--- config.mk ---
export PLATFORM = sky130hd
export DESIGN_NAME = multicycle_controlpath
export DESIGN_NICKNAME = d
export VERILOG_FILES = /design/src/rtl/multicycle_controlpath.sv
export SDC_FILE = /design/constraint.sdc
export NUM_CORES = 1
export LEC_CHECK = 0
export ABC_CLOCK_PERIOD_IN_PS = 3500
export BUFFER_PORTS_ARGS = -buffer_cell sky130_fd_sc_hd__buf_2
export CORE_MARGIN = 3
export CORE_UTILIZATION = 50
export CTS_CLUSTER_DIAMETER = 200
export DETAILED_ROUTE_END_ITERATION = 8
export PLACE_DENSITY_LB_ADDON = 0.05
export SYNTH_ARGS = -nofsm -noshare
export SYNTH_HDL_FRONTEND = slang
export SYNTH_SLANG_ARGS = --single-unit
--- constraint.sdc ---
create_clock -name clk -period 3.5 [get_ports clk]
set_input_delay 0.525 -clock clk [delete_from_list [all_inputs] [get_ports clk]]
set_output_delay 0.525 -clock clk [all_outputs]
set_load 0.005 [all_outputs]
--- src/rtl/multicycle_controlpath.sv ---
// Multi-cycle RV32I control path: one FSM sequences fetch/decode/execute/memory/writeback,
// waits on a shared memory with a bounded timeout, and parks in a sticky TRAP state.
module multicycle_controlpath #(
  parameter int MEM_TIMEOUT = 16,
  parameter int TIMEOUT_W   = 8
) (
  input  logic        clk,
  input  logic        rst,
  input  logic [31:0] Instr,
  input  logic        Zero,
  input  logic        Carry,
  input  logic        Referee,
  input  logic        mem_ready,
  output logic        PCWrite,
  output logic        AdrSrc,
  output logic        MemRead,
  output logic        MemWrite,
  output logic        IRWrite,
  output logic        RegWrite,
  output logic [1:0]  ALUSrcA,
  output logic [1:0]  ALUSrcB,
  output logic [1:0]  ResultSrc,
  output logic [2:0]  ImmSrc,
  output logic [3:0]  ALUControl,
  output logic [3:0]  state,
  output logic        trap,
  output logic [1:0]  trap_cause
);
  // Memory handshake: MemRead/MemWrite and AdrSrc stay asserted and stable while mem_ready
  // is low; the transfer completes in the cycle mem_ready is high, and the FSM moves on.
  typedef enum logic [3:0] {
    S_FETCH = 4'd0, S_DECODE = 4'd1, S_MEMADR = 4'd2, S_MEMREAD = 4'd3,
    S_MEMWB = 4'd4, S_MEMWRITE = 4'd5, S_EXECR = 4'd6, S_EXECI = 4'd7,
    S_ALUWB = 4'd8, S_JALRADR = 4'd9, S_JAL = 4'd10, S_BRANCH = 4'd11,
    S_UPPER = 4'd12, S_TRAP = 4'd15
  } state_t;

  localparam logic [6:0] OP_LOAD   = 7'b0000011;
  localparam logic [6:0] OP_STORE  = 7'b0100011;
  localparam logic [6:0] OP_R      = 7'b0110011;
  localparam logic [6:0] OP_I      = 7'b0010011;
  localparam logic [6:0] OP_JAL    = 7'b1101111;
  localparam logic [6:0] OP_JALR   = 7'b1100111;
  localparam logic [6:0] OP_BRANCH = 7'b1100011;
  localparam logic [6:0] OP_LUI    = 7'b0110111;
  localparam logic [6:0] OP_AUIPC  = 7'b0010111;

  localparam logic [3:0] ALU_ADD = 4'b0000, ALU_SUB = 4'b0001, ALU_AND = 4'b0010,
                         ALU_OR = 4'b0011, ALU_XOR = 4'b0100, ALU_SLT = 4'b0101,
                         ALU_SLTU = 4'b0110, ALU_SLL = 4'b0111, ALU_SRL = 4'b1000,
                         ALU_SRA = 4'b1001;

  localparam logic [1:0] CAUSE_ILLEGAL = 2'b01, CAUSE_TIMEOUT = 2'b10;
  localparam logic [TIMEOUT_W-1:0] TIMEOUT_VAL = TIMEOUT_W'(MEM_TIMEOUT);

  state_t               state_q, state_d;
  logic [TIMEOUT_W-1:0] wait_q, wait_d;
  logic                 trap_q;
  logic [1:0]           cause_q, cause_d;

  logic [6:0] opcode;
  logic [2:0] funct3;
  logic       funct7b5;
  logic       unused_instr_bits;
  logic       pc_write, adr_src, mem_read, mem_write, ir_write, reg_write;
  logic       br_take, br_bad, timed_out, in_wait;

  assign opcode            = Instr[6:0];
  assign funct3            = Instr[14:12];
  assign funct7b5          = Instr[30];
  assign unused_instr_bits = ^{Instr[31], Instr[29:15], Instr[11:7]};

  function automatic logic [3:0] alu_decode(input logic [2:0] f3, input logic b5,
                                            input logic is_r);
    case (f3)
      3'b000:  alu_decode = (is_r && b5) ? ALU_SUB : ALU_ADD;
      3'b001:  alu_decode = ALU_SLL;
      3'b010:  alu_decode = ALU_SLT;
      3'b011:  alu_decode = ALU_SLTU;
      3'b100:  alu_decode = ALU_XOR;
      3'b101:  alu_decode = b5 ? ALU_SRA : ALU_SRL;
      3'b110:  alu_decode = ALU_OR;
      default: alu_decode = ALU_AND;
    endcase
  endfunction

  always_comb begin
    br_take = 1'b0;
    br_bad  = 1'b0;
    case (funct3)
      3'b000:  br_take = Zero;
      3'b001:  br_take = ~Zero;
      3'b100:  br_take = Referee;
      3'b101:  br_take = ~Referee;
      3'b110:  br_take = ~Carry;
      3'b111:  br_take = Carry;
      default: br_bad  = 1'b1;
    endcase
  end

  always_comb begin
    case (opcode)
      OP_STORE:         ImmSrc = 3'b001;
      OP_BRANCH:        ImmSrc = 3'b010;
      OP_LUI, OP_AUIPC: ImmSrc = 3'b011;
      OP_JAL:           ImmSrc = 3'b100;
      default:          ImmSrc = 3'b000;
    endcase
  end

  // A completing handshake wins over an expiring timeout in the same cycle.
  assign timed_out = (MEM_TIMEOUT != 0) && (wait_q == TIMEOUT_VAL);
  assign in_wait   = (state_q == S_FETCH) || (state_q == S_MEMREAD) || (state_q == S_MEMWRITE);

  always_comb begin
    state_d    = state_q;
    cause_d    = cause_q;
    pc_write   = 1'b0;
    adr_src    = 1'b0;
    mem_read   = 1'b0;
    mem_write  = 1'b0;
    ir_write   = 1'b0;
    reg_write  = 1'b0;
    ALUSrcA    = 2'b00;
    ALUSrcB    = 2'b00;
    ResultSrc  = 2'b00;
    ALUControl = ALU_ADD;
    case (state_q)
      S_FETCH: begin
        mem_read  = 1'b1;
        ALUSrcB   = 2'b10;
        ResultSrc = 2'b10;
        if (mem_ready) begin
          ir_write = 1'b1;
          pc_write = 1'b1;
          state_d  = S_DECODE;
        end else if (timed_out) begin
          state_d = S_TRAP;
          cause_d = CAUSE_TIMEOUT;
        end
      end
      S_DECODE: begin
        ALUSrcA = 2'b01;
        ALUSrcB = 2'b01;
        case (opcode)
          OP_LOAD, OP_STORE: state_d = S_MEMADR;
          OP_R:              state_d = S_EXECR;
          OP_I:              state_d = S_EXECI;
          OP_JAL:            state_d = S_JAL;
          OP_JALR:           state_d = S_JALRADR;
          OP_BRANCH:         state_d = S_BRANCH;
          OP_LUI, OP_AUIPC:  state_d = S_UPPER;
          default: begin
            state_d = S_TRAP;
            cause_d = CAUSE_ILLEGAL;
          end
        endcase
      end
      S_MEMADR: begin
        ALUSrcA = 2'b10;
        ALUSrcB = 2'b01;
        state_d = (opcode == OP_LOAD) ? S_MEMREAD : S_MEMWRITE;
      end
      S_MEMREAD, S_MEMWRITE: begin
        mem_read  = (state_q == S_MEMREAD);
        mem_write = (state_q == S_MEMWRITE);
        adr_src   = 1'b1;
        if (mem_ready) begin
          state_d = (state_q == S_MEMREAD) ? S_MEMWB : S_FETCH;
        end else if (timed_out) begin
          state_d = S_TRAP;
          cause_d = CAUSE_TIMEOUT;
        end
      end
      S_MEMWB: begin
        ResultSrc = 2'b01;
        reg_write = 1'b1;
        state_d   = S_FETCH;
      end
      S_EXECR, S_EXECI: begin
        ALUSrcA    = 2'b10;
        ALUSrcB    = (state_q == S_EXECR) ? 2'b00 : 2'b01;
        ALUControl = alu_decode(funct3, funct7b5, state_q == S_EXECR);
        state_d    = S_ALUWB;
      end
      S_ALUWB: begin
        reg_write = 1'b1;
        state_d   = S_FETCH;
      end
      S_JALRADR: begin
        ALUSrcA = 2'b10;
        ALUSrcB = 2'b01;
        state_d = S_JAL;
      end
      S_JAL: begin
        pc_write = 1'b1;
        ALUSrcA  = 2'b01;
        ALUSrcB  = 2'b10;
        state_d  = S_ALUWB;
      end
      S_BRANCH: begin
        ALUSrcA    = 2'b10;
        ALUControl = ALU_SUB;
        pc_write   = br_take;
        if (br_bad) begin
          state_d = S_TRAP;
          cause_d = CAUSE_ILLEGAL;
        end else begin
          state_d = S_FETCH;
        end
      end
      S_UPPER: begin
        ALUSrcA = (opcode == OP_LUI) ? 2'b11 : 2'b01;
        ALUSrcB = 2'b01;
        state_d = S_ALUWB;
      end
      S_TRAP:  state_d = S_TRAP;
      default: state_d = S_FETCH;
    endcase
  end

  // The wait counter only advances while parked in a memory state and saturates at all-ones.
  always_comb begin
    if ((state_d != state_q) || !in_wait) wait_d = '0;
    else if (&wait_q)                     wait_d = wait_q;
    else                                  wait_d = wait_q + 1'b1;
  end

  always_ff @(posedge clk) begin
    if (rst) begin
      state_q <= S_FETCH;
      wait_q  <= '0;
      trap_q  <= 1'b0;
      cause_q <= 2'b00;
    end else begin
      state_q <= state_d;
      wait_q  <= wait_d;
      trap_q  <= trap_q | (state_d == S_TRAP);
      cause_q <= cause_d;
    end
  end

  assign PCWrite    = pc_write & ~rst;
  assign AdrSrc     = adr_src;
  assign MemRead    = mem_read & ~rst;
  assign MemWrite   = mem_write & ~rst;
  assign IRWrite    = ir_write & ~rst;
  assign RegWrite   = reg_write & ~rst;
  assign state      = state_q;
  assign trap       = trap_q;
  assign trap_cause = cause_q;
endmodule

Word level (Yosys, flattened, before mapping)
Cells that the tools add are included.

Bits in registers: 15. Bits of input ports: 38. Output and inout port bits: 26. Word-level logic and storage cells: 106.

Add/sub/neg operators: 1. Eq/ne operators: 36. Mux-type cells: 31. Bitwise operators: 10. Reductions and logical operators: 24.

Operator list (number): $pmux 4 s7 (2); $pmux 4 s8 (1); $eq 4x4->1 const B (7); $eq 7x6->1 const B (3); $eq 7x7->1 const B (3); $pmux 2 s3 (3); $eq 4x3->1 const B (4); $mux 4 (4); $reduce_or 2->1 (8); $eq 7x5->1 const B (2); $eq 3x3->1 const B (4); $pmux 3 s4 (1); $mux 2 (5); $reduce_or 9->1 (1); $add 8x1->8 const B (1); $eq 4x2->1 const B (2); $eq 8x5->1 const B (1); $mux 1 (8); $pmux 4 s2 (1); $reduce_and 8->1 (1); $reduce_or 4->1 (2); $eq 7x2->1 const B (1); $eq 3x2->1 const B (2); $mux 3 (2); 22 further kinds (33).

Longest topological paths before layout
Gate-level depths: netlist of run 1.

Word-level depth: 7. Gate-level depth with buffers: 8. Gate-level depth less buffers: 8.

Worst setup path after synthesis of run 1
Ideal clock, no wire load.

Path type: input to register. From: in Instr[13]. To: reg cause_q[0] (netlist: trap_cause[0]). Library setup time: 0.131 ns. Arrival time: 1.921 ns. Required time: 3.369 ns. Setup slack: 1.448 ns. Cell stages on the path: 7. Buffers on the path: 1. Cells stage by stage: clkbuf_1 > nor2b_1 > or3b_2 > o21ai_0 > nor2b_1 > nand3_1 > nor3b_1.

Cells in the longest elaborated chain, start to end: 4. Elaborated cells on any way between the ends: 9. Classes of those cells: eq/ne (6); reduce/logical (3).

RTL lines: start, declared (RTL line 9) `input logic [31:0] Instr,`; $eq 3x3->1, or another cell as far along (RTL line 90) `case (funct3)`; $reduce_or 6->1 (no source line) (*); $ne 2x2->1 (no source line) (*); $reduce_and 5->1 (no source line) (*); end signal, assigned (RTL line 239) `cause_q <= cause_d;`; end, declared (RTL line 59) `logic [1:0] cause_q, cause_d;`.

Every way passes the cells marked *; elsewhere a longest branch is shown, timed or not. A chain may end at the register's enable or synchronous reset.

Final worst setup path of run 1
From: reg state_q[2] (netlist: state[2]). To: out IRWrite.

Cells in the longest elaborated chain, start to end: 3.

RTL lines: start, declared (RTL line 56) `state_t state_q, state_d;`; start signal, assigned (RTL line 236) `state_q <= state_d;`; $logic_not 4->1 (RTL line 128) `case (state_q)`; $mux 1 (RTL line 128); $and 1x1->1 (RTL line 247) `assign IRWrite = ir_write & ~rst;`; end, declared (RTL line 18) `output logic IRWrite,`.

No other way between the ends.

==> flow_summary.yaml, run 1 <==
timing:
  rsz0062_at_grt: "false"
  min_period_over_period: 0.692
  fin_tns_setup_ps: 0
  fmax_mhz: 413
  finalClockSkew_ps: 8.35
  fin_crit_ps: 2420
  slew_headroom: 0.513
  slew_violations: 0
  hold_viol: 0
  worst_pin_slew_ps: 730
  report.final.setup_viol: 0
drt:
  drcViolationCount: 0
  firstDrtPassIters: 4
  drt-total-wl_um: 3630
  drtIter0Drc: 91
  wl_per_cell_um: 13.6
  ant_nets: 0
  num_vias: 1551
  post_drt_via_cell_ratio: 5.83
clock_network:
  insertion_delay_ps: 290
  cts_sinks: 15
  cts_tree: "yes"
  cts_hold_buf: 0
  cts_setup_buffers: 0
  numCtsBuffers: 3
  cts_resized: 0
  h-tree-depth: 1
  clock-root-buffer: "clkbuf_4"
  clkTransAtPathRegs_ps: 100
  clockBufferDepth: 2
synth:
  synth_cell_types: 64
  postSynthCellCount: 201
  synth_compound_area_frac: 0.273
  synthAdderAreaFrac: 0.0234
  synth-main-ff-cell: "dfxtp_1"
  synth_top_family_by_area: "simple AND/OR/NAND/NOR gates"
  netlist_area_mm2: 0.00150
  yosys-top-cells-area: "dfxtp_1 (20%), nor2_1 (6.0%), a21oi_1 (4.3%)"
  synth.avg_cell_area_um2: 7.44
  seq_area_frac_synth: 0.201
  synthMuxAreaShare: 0.0268
  synth_commonest_cells: "nor2_1 (24), dfxtp_1 (15), a21oi_1 (13)"
  syn_nets: 241
  synthSimpleGateAreaFrac: 0.357
  synth_edf_count: 0
  synth_top_cell_area_share: 0.201
  synth_xor_area_frac: 0.0585
  ys_seq_elements: 15
  yosysTopAreaCell: "dfxtp_1"
  ys.warnings.count: 0
  yosysMostFrequentCell: "nor2_1"
  synth-async-reset-ratio: 0
pwr:
  p_leak_nw: 0.717
  power.total_mw: 1.14
  power_density_mw_per_mm2: 660
  vdd_drop_max_mv: 0.257
global_routing:
  grt_overflow: 0
  grt_max_degree: 29
  antenna_found_initial: 0
  gr-usage-all-layers: 0.212
  grt_pass1_wl_um: 6110
  grt_pass1_vias: 1357
worst_setup_path:
  crit_path_cell_trace: "or2_1, nor3_1, nor3b_1, buf_2"
  cp-start-kind: "flop"
  crit_arrival_ps: 1900
  crit_required_ps: 2970
  slowest_delay_ps: 550
  crit_path_end_kind: "primary output"
  worstPathMaxFanout: 23
  critPathKind: "flop to primary output"
  cpMaxStageDelayCell: "dfxtp_1"
flow_run:
  drv_cap: 0
min_path:
  min_path_type: "flop to flop"
floorplanning:
  fp-row-count: 19
  dieArea_mm2: 0.00369
  ios: 64
  die_h_um: 60.7
  core_area_mm2: 0.00281
  die_width_um: 60.7
  start_util: 0.533
cells_and_area:
  area_growth_pct: 15.4
  fin_nets: 276
  n_antenna_cell: 0
  fin_cells: 266
  fin_util: 0.616
  fin_area_mm2: 0.00173
  drive_above_1_share: 0.268
placement:
  io_buffer_count: 42
  hpwl_um: 2770
  place_area_mm2: 0.00170
  place_inst: 262
  globalplace.congestion: 0.933
outcome:
  status: "finished clean"
## cells in the final DEF (no fill, tap or decap), drive strengths merged, types with 5 or more instances in the layout
cell type / netlist / final
nor3: 10 / 10
nor2: 24 / 24
inv: 7 / 7
o21ai: 9 / 9
nor2b: 7 / 7
nand2: 12 / 12
dfxtp: 15 / 15
a21oi: 14 / 14
buf: 7 / 44
xnor2: 7 / 7
nand2b: 8 / 8
nand3: 9 / 9
nor4: 5 / 5
## path summary, 6_finish.rpt
check                start         to  slack [ps]  depth (start not counted)
hold reg to reg       trap       trap         480                          2
setup reg to reg  state[2]  wait_q[0]        1090                          6
hold / removal        trap       trap         480                          2
setup / recovery  state[2]    IRWrite        1080                          4
## per-stage QoR
step	setup slack, ps	hold slack, ps
floorplan	1450	459
global placement	1170	456
finish	1080	479
global route	905	514
CTS	1060	483
detailed placement	1120	457
## report_power, final
part           internal [mW]  total, mW  switching, mW
registers              0.203      0.274         0.0711
clock network         0.0426      0.102         0.0597
logic                  0.350      0.762          0.412
total                  0.596       1.14          0.543
## registers in the layout, summed over array words and instances (netlist names)
name,count
wait_q,8
state,4
trap,1
trap_cause,2
## metal layers
layer  vias up  track usage  share of wire
met5         -            0              0
met4         0       0.0279         0.0044
met3         3       0.0383          0.051
met2        40        0.363           0.48
met1       716        0.284           0.46
li1        792            -              -
## critical path: cells and delay by family (launching register included)
family,cells,cell delay (ps)
flops,1,550
simple gates,3,910
buf+inv,1,140
## cells by family after synthesis
family          count (synthesis)
xor+xnor                       10
buf+inv                        22
simple gates                   95
fa+ha+maj                       3
flops                          15
mux                             4
compound gates                 52
## area by class of cell
cell class	instances	area [um^2]
clock buffer	3	22.5
clock inverter	1	5.00
fill	278	1080
inverter	8	30.0
multi-input combinational	164	1100
sequential	15	300
tap	31	38.8
timing repair buffer	44	225
Power figures use the tool's default switching activity.
==> run 2: changes to the inputs <==
Settings changed: ABC_CLOCK_PERIOD_IN_PS 3500 to 2290, CORE_UTILIZATION 50 to 48.
Clock period 3.5 ns to 2.29 ns, I/O delays scaled along.
==> run 2 against run 1 <==
Compared with the run above: combinational power grew 69%; register-to-register slack got worse by 870 ps; critical path depth is 3 higher; clock power up 51%; cell area rose by 3.0%; global-route usage down 0.14 points; routed wire length increased by 2.8%.
==> flow_summary.yaml, run 2 (synthesized netlist as in run 1, its figures left out) <==
timing:
  min_period_over_period: 0.905
  timing.final.ws_setup_ps: 217
  fin_crit_ps: 2070
  report.final.setup_viol: 0
  rsz0062_at_grt: "false"
  hold_viol: 0
  fin_tns_setup_ps: 0
  finalClockSkew_ps: 5.89
  worst_pin_slew_ps: 471
  fmax_mhz: 482
  slew_violations: 0
  slew_headroom: 0.678
drt:
  drt-total-wl_um: 3730
  wl_per_cell_um: 13.6
  num_vias: 1611
  firstDrtPassIters: 4
  ant_nets: 0
  post_drt_via_cell_ratio: 5.90
  drtIter0Drc: 76
  drcViolationCount: 0
worst_setup_path:
  critPathKind: "flop to flop"
  ff2ff_path_depth: 7
  slowest_delay_ps: 450
  r2r_slack_ps: 220
  crit_arrival_ps: 2250
  crit_required_ps: 2470
  regToRegStartpoint: "state[1]"
  cpMaxStageDelayCell: "or3b_2"
  crit_path_cell_trace: "buf_4, nand2b_1, or3b_2, o21ai_0, nor2b_1, nand3_1, nor3b_1"
  cp-start-kind: "flop"
  crit_path_end_kind: "flop"
  worstPathMaxFanout: 24
  r2r_end: "trap_cause[0]"
clock_network:
  insertion_delay_ps: 290
  clockBufferDepth: 2
  numCtsBuffers: 3
  cts_sinks: 15
  cts_setup_buffers: 0
  cts_hold_buf: 0
  clkTransAtPathRegs_ps: 90
  cts_tree: "yes"
  cts_resized: 0
  h-tree-depth: 1
  clock-root-buffer: "clkbuf_4"
min_path:
  holdPathEnd: "state[3]"
  hold_depth: 2
  hp-start: "rst"
  min_path_type: "primary input to flop"
outcome:
  status: "finished clean"
pwr:
  power.total_mw: 1.81
  vdd_drop_max_mv: 0.459
  p_leak_nw: 0.753
  power_density_mw_per_mm2: 1020
global_routing:
  grt_overflow: 0
  grt_pass1_vias: 1427
  grt_max_degree: 25
  use_met1: 0.260
  grt_use_met2: 0.372
  grt_util_met3: 0.0496
  antenna_found_initial: 0
  grt_pass1_wl_um: 6210
  busiest_layer: "met2"
  gr-usage-all-layers: 0.211
cells_and_area:
  drive_above_1_share: 0.289
  register_area_um2: 300
  fin_nets: 283
  regMostFlops: "wait_q"
  fin_cells: 273
  largest_register_ffs: 8
  n_antenna_cell: 0
  num-fill-cells: 268
  final_cell_mix: "buf_2 (42), nor2_1 (24), dfxtp_1 (15)"
  final_common_cell: "buf_2"
  multi_input_area_mm2: 0.00110
  area_growth_pct: 18.9
floorplanning:
  die_h_um: 61.8
  start_util: 0.525
  die_width_um: 61.8
  dieArea_mm2: 0.00382
  core_area_mm2: 0.00285
  ios: 64
  fp-row-count: 19
placement:
  hpwl_um: 2890
  io_buffer_count: 42
  post-place-ws_ps: 193
  place_inst: 269
  globalplace.congestion: 0.872
flow_run:
  drv_cap: 0
-- run 2: worst max path at each step --
stage | startpoint | endpoint | slack [ps]
2_1_floorplan | state[1] | wait_q[6] | 370
6_report | state[1] | trap_cause[0] | 220
5_1_grt | state[0] | ALUControl[0] | 30
3_5_place_dp | Instr[3] | wait_q[3] | 190
3_3_place_gp | Instr[3] | wait_q[7] | 200
4_1_cts | state[0] | ALUControl[0] | 200
-- run 2: stage by stage --
step,hold slack (ps),utilization,instance area (um^2)
2_1_floorplan,459,-,1500
4_1_cts,371,0.624,1780
3_5_place_dp,448,0.614,1750
5_1_grt,368,0.624,1780
3_3_place_gp,446,0.614,1750
6_report,380,0.624,1780
-- run 2: per-layer routing --
| layer | up-vias | routed length [um] | share of wire |
|---|---|---|---|
| met4 | 0 | 17 | 0.0046 |
| li1 | 811 | - | - |
| met2 | 38 | 1910 | 0.51 |
| met1 | 758 | 1600 | 0.43 |
| met5 | - | 0 | 0 |
| met3 | 4 | 202 | 0.054 |
-- run 2: report_power, final --
part	leakage [nW]	total, mW	switching, mW	internal (mW)
clock network	0.0177	0.154	0.0891	0.0650
logic	0.613	1.29	0.694	0.593
registers	0.122	0.370	0.0586	0.311
-- run 2: critical path: cells and delay by family (launching register included) --
kind	cells	cell delay [ps]
AND/OR/NAND/NOR	5	1160
flip-flops	1	420
buffers and inverters	1	280
AO/OA/AOI/OAI	1	90
-- run 2: final cells by class --
class | instances | share of cell area
timing repair buffer | 51 | 0.156
clock inverter | 1 | 0.00281
sequential | 15 | 0.169
inverter | 8 | 0.0169
multi-input combinational | 164 | 0.621
tap | 31 | 0.0218
clock buffer | 3 | 0.0127
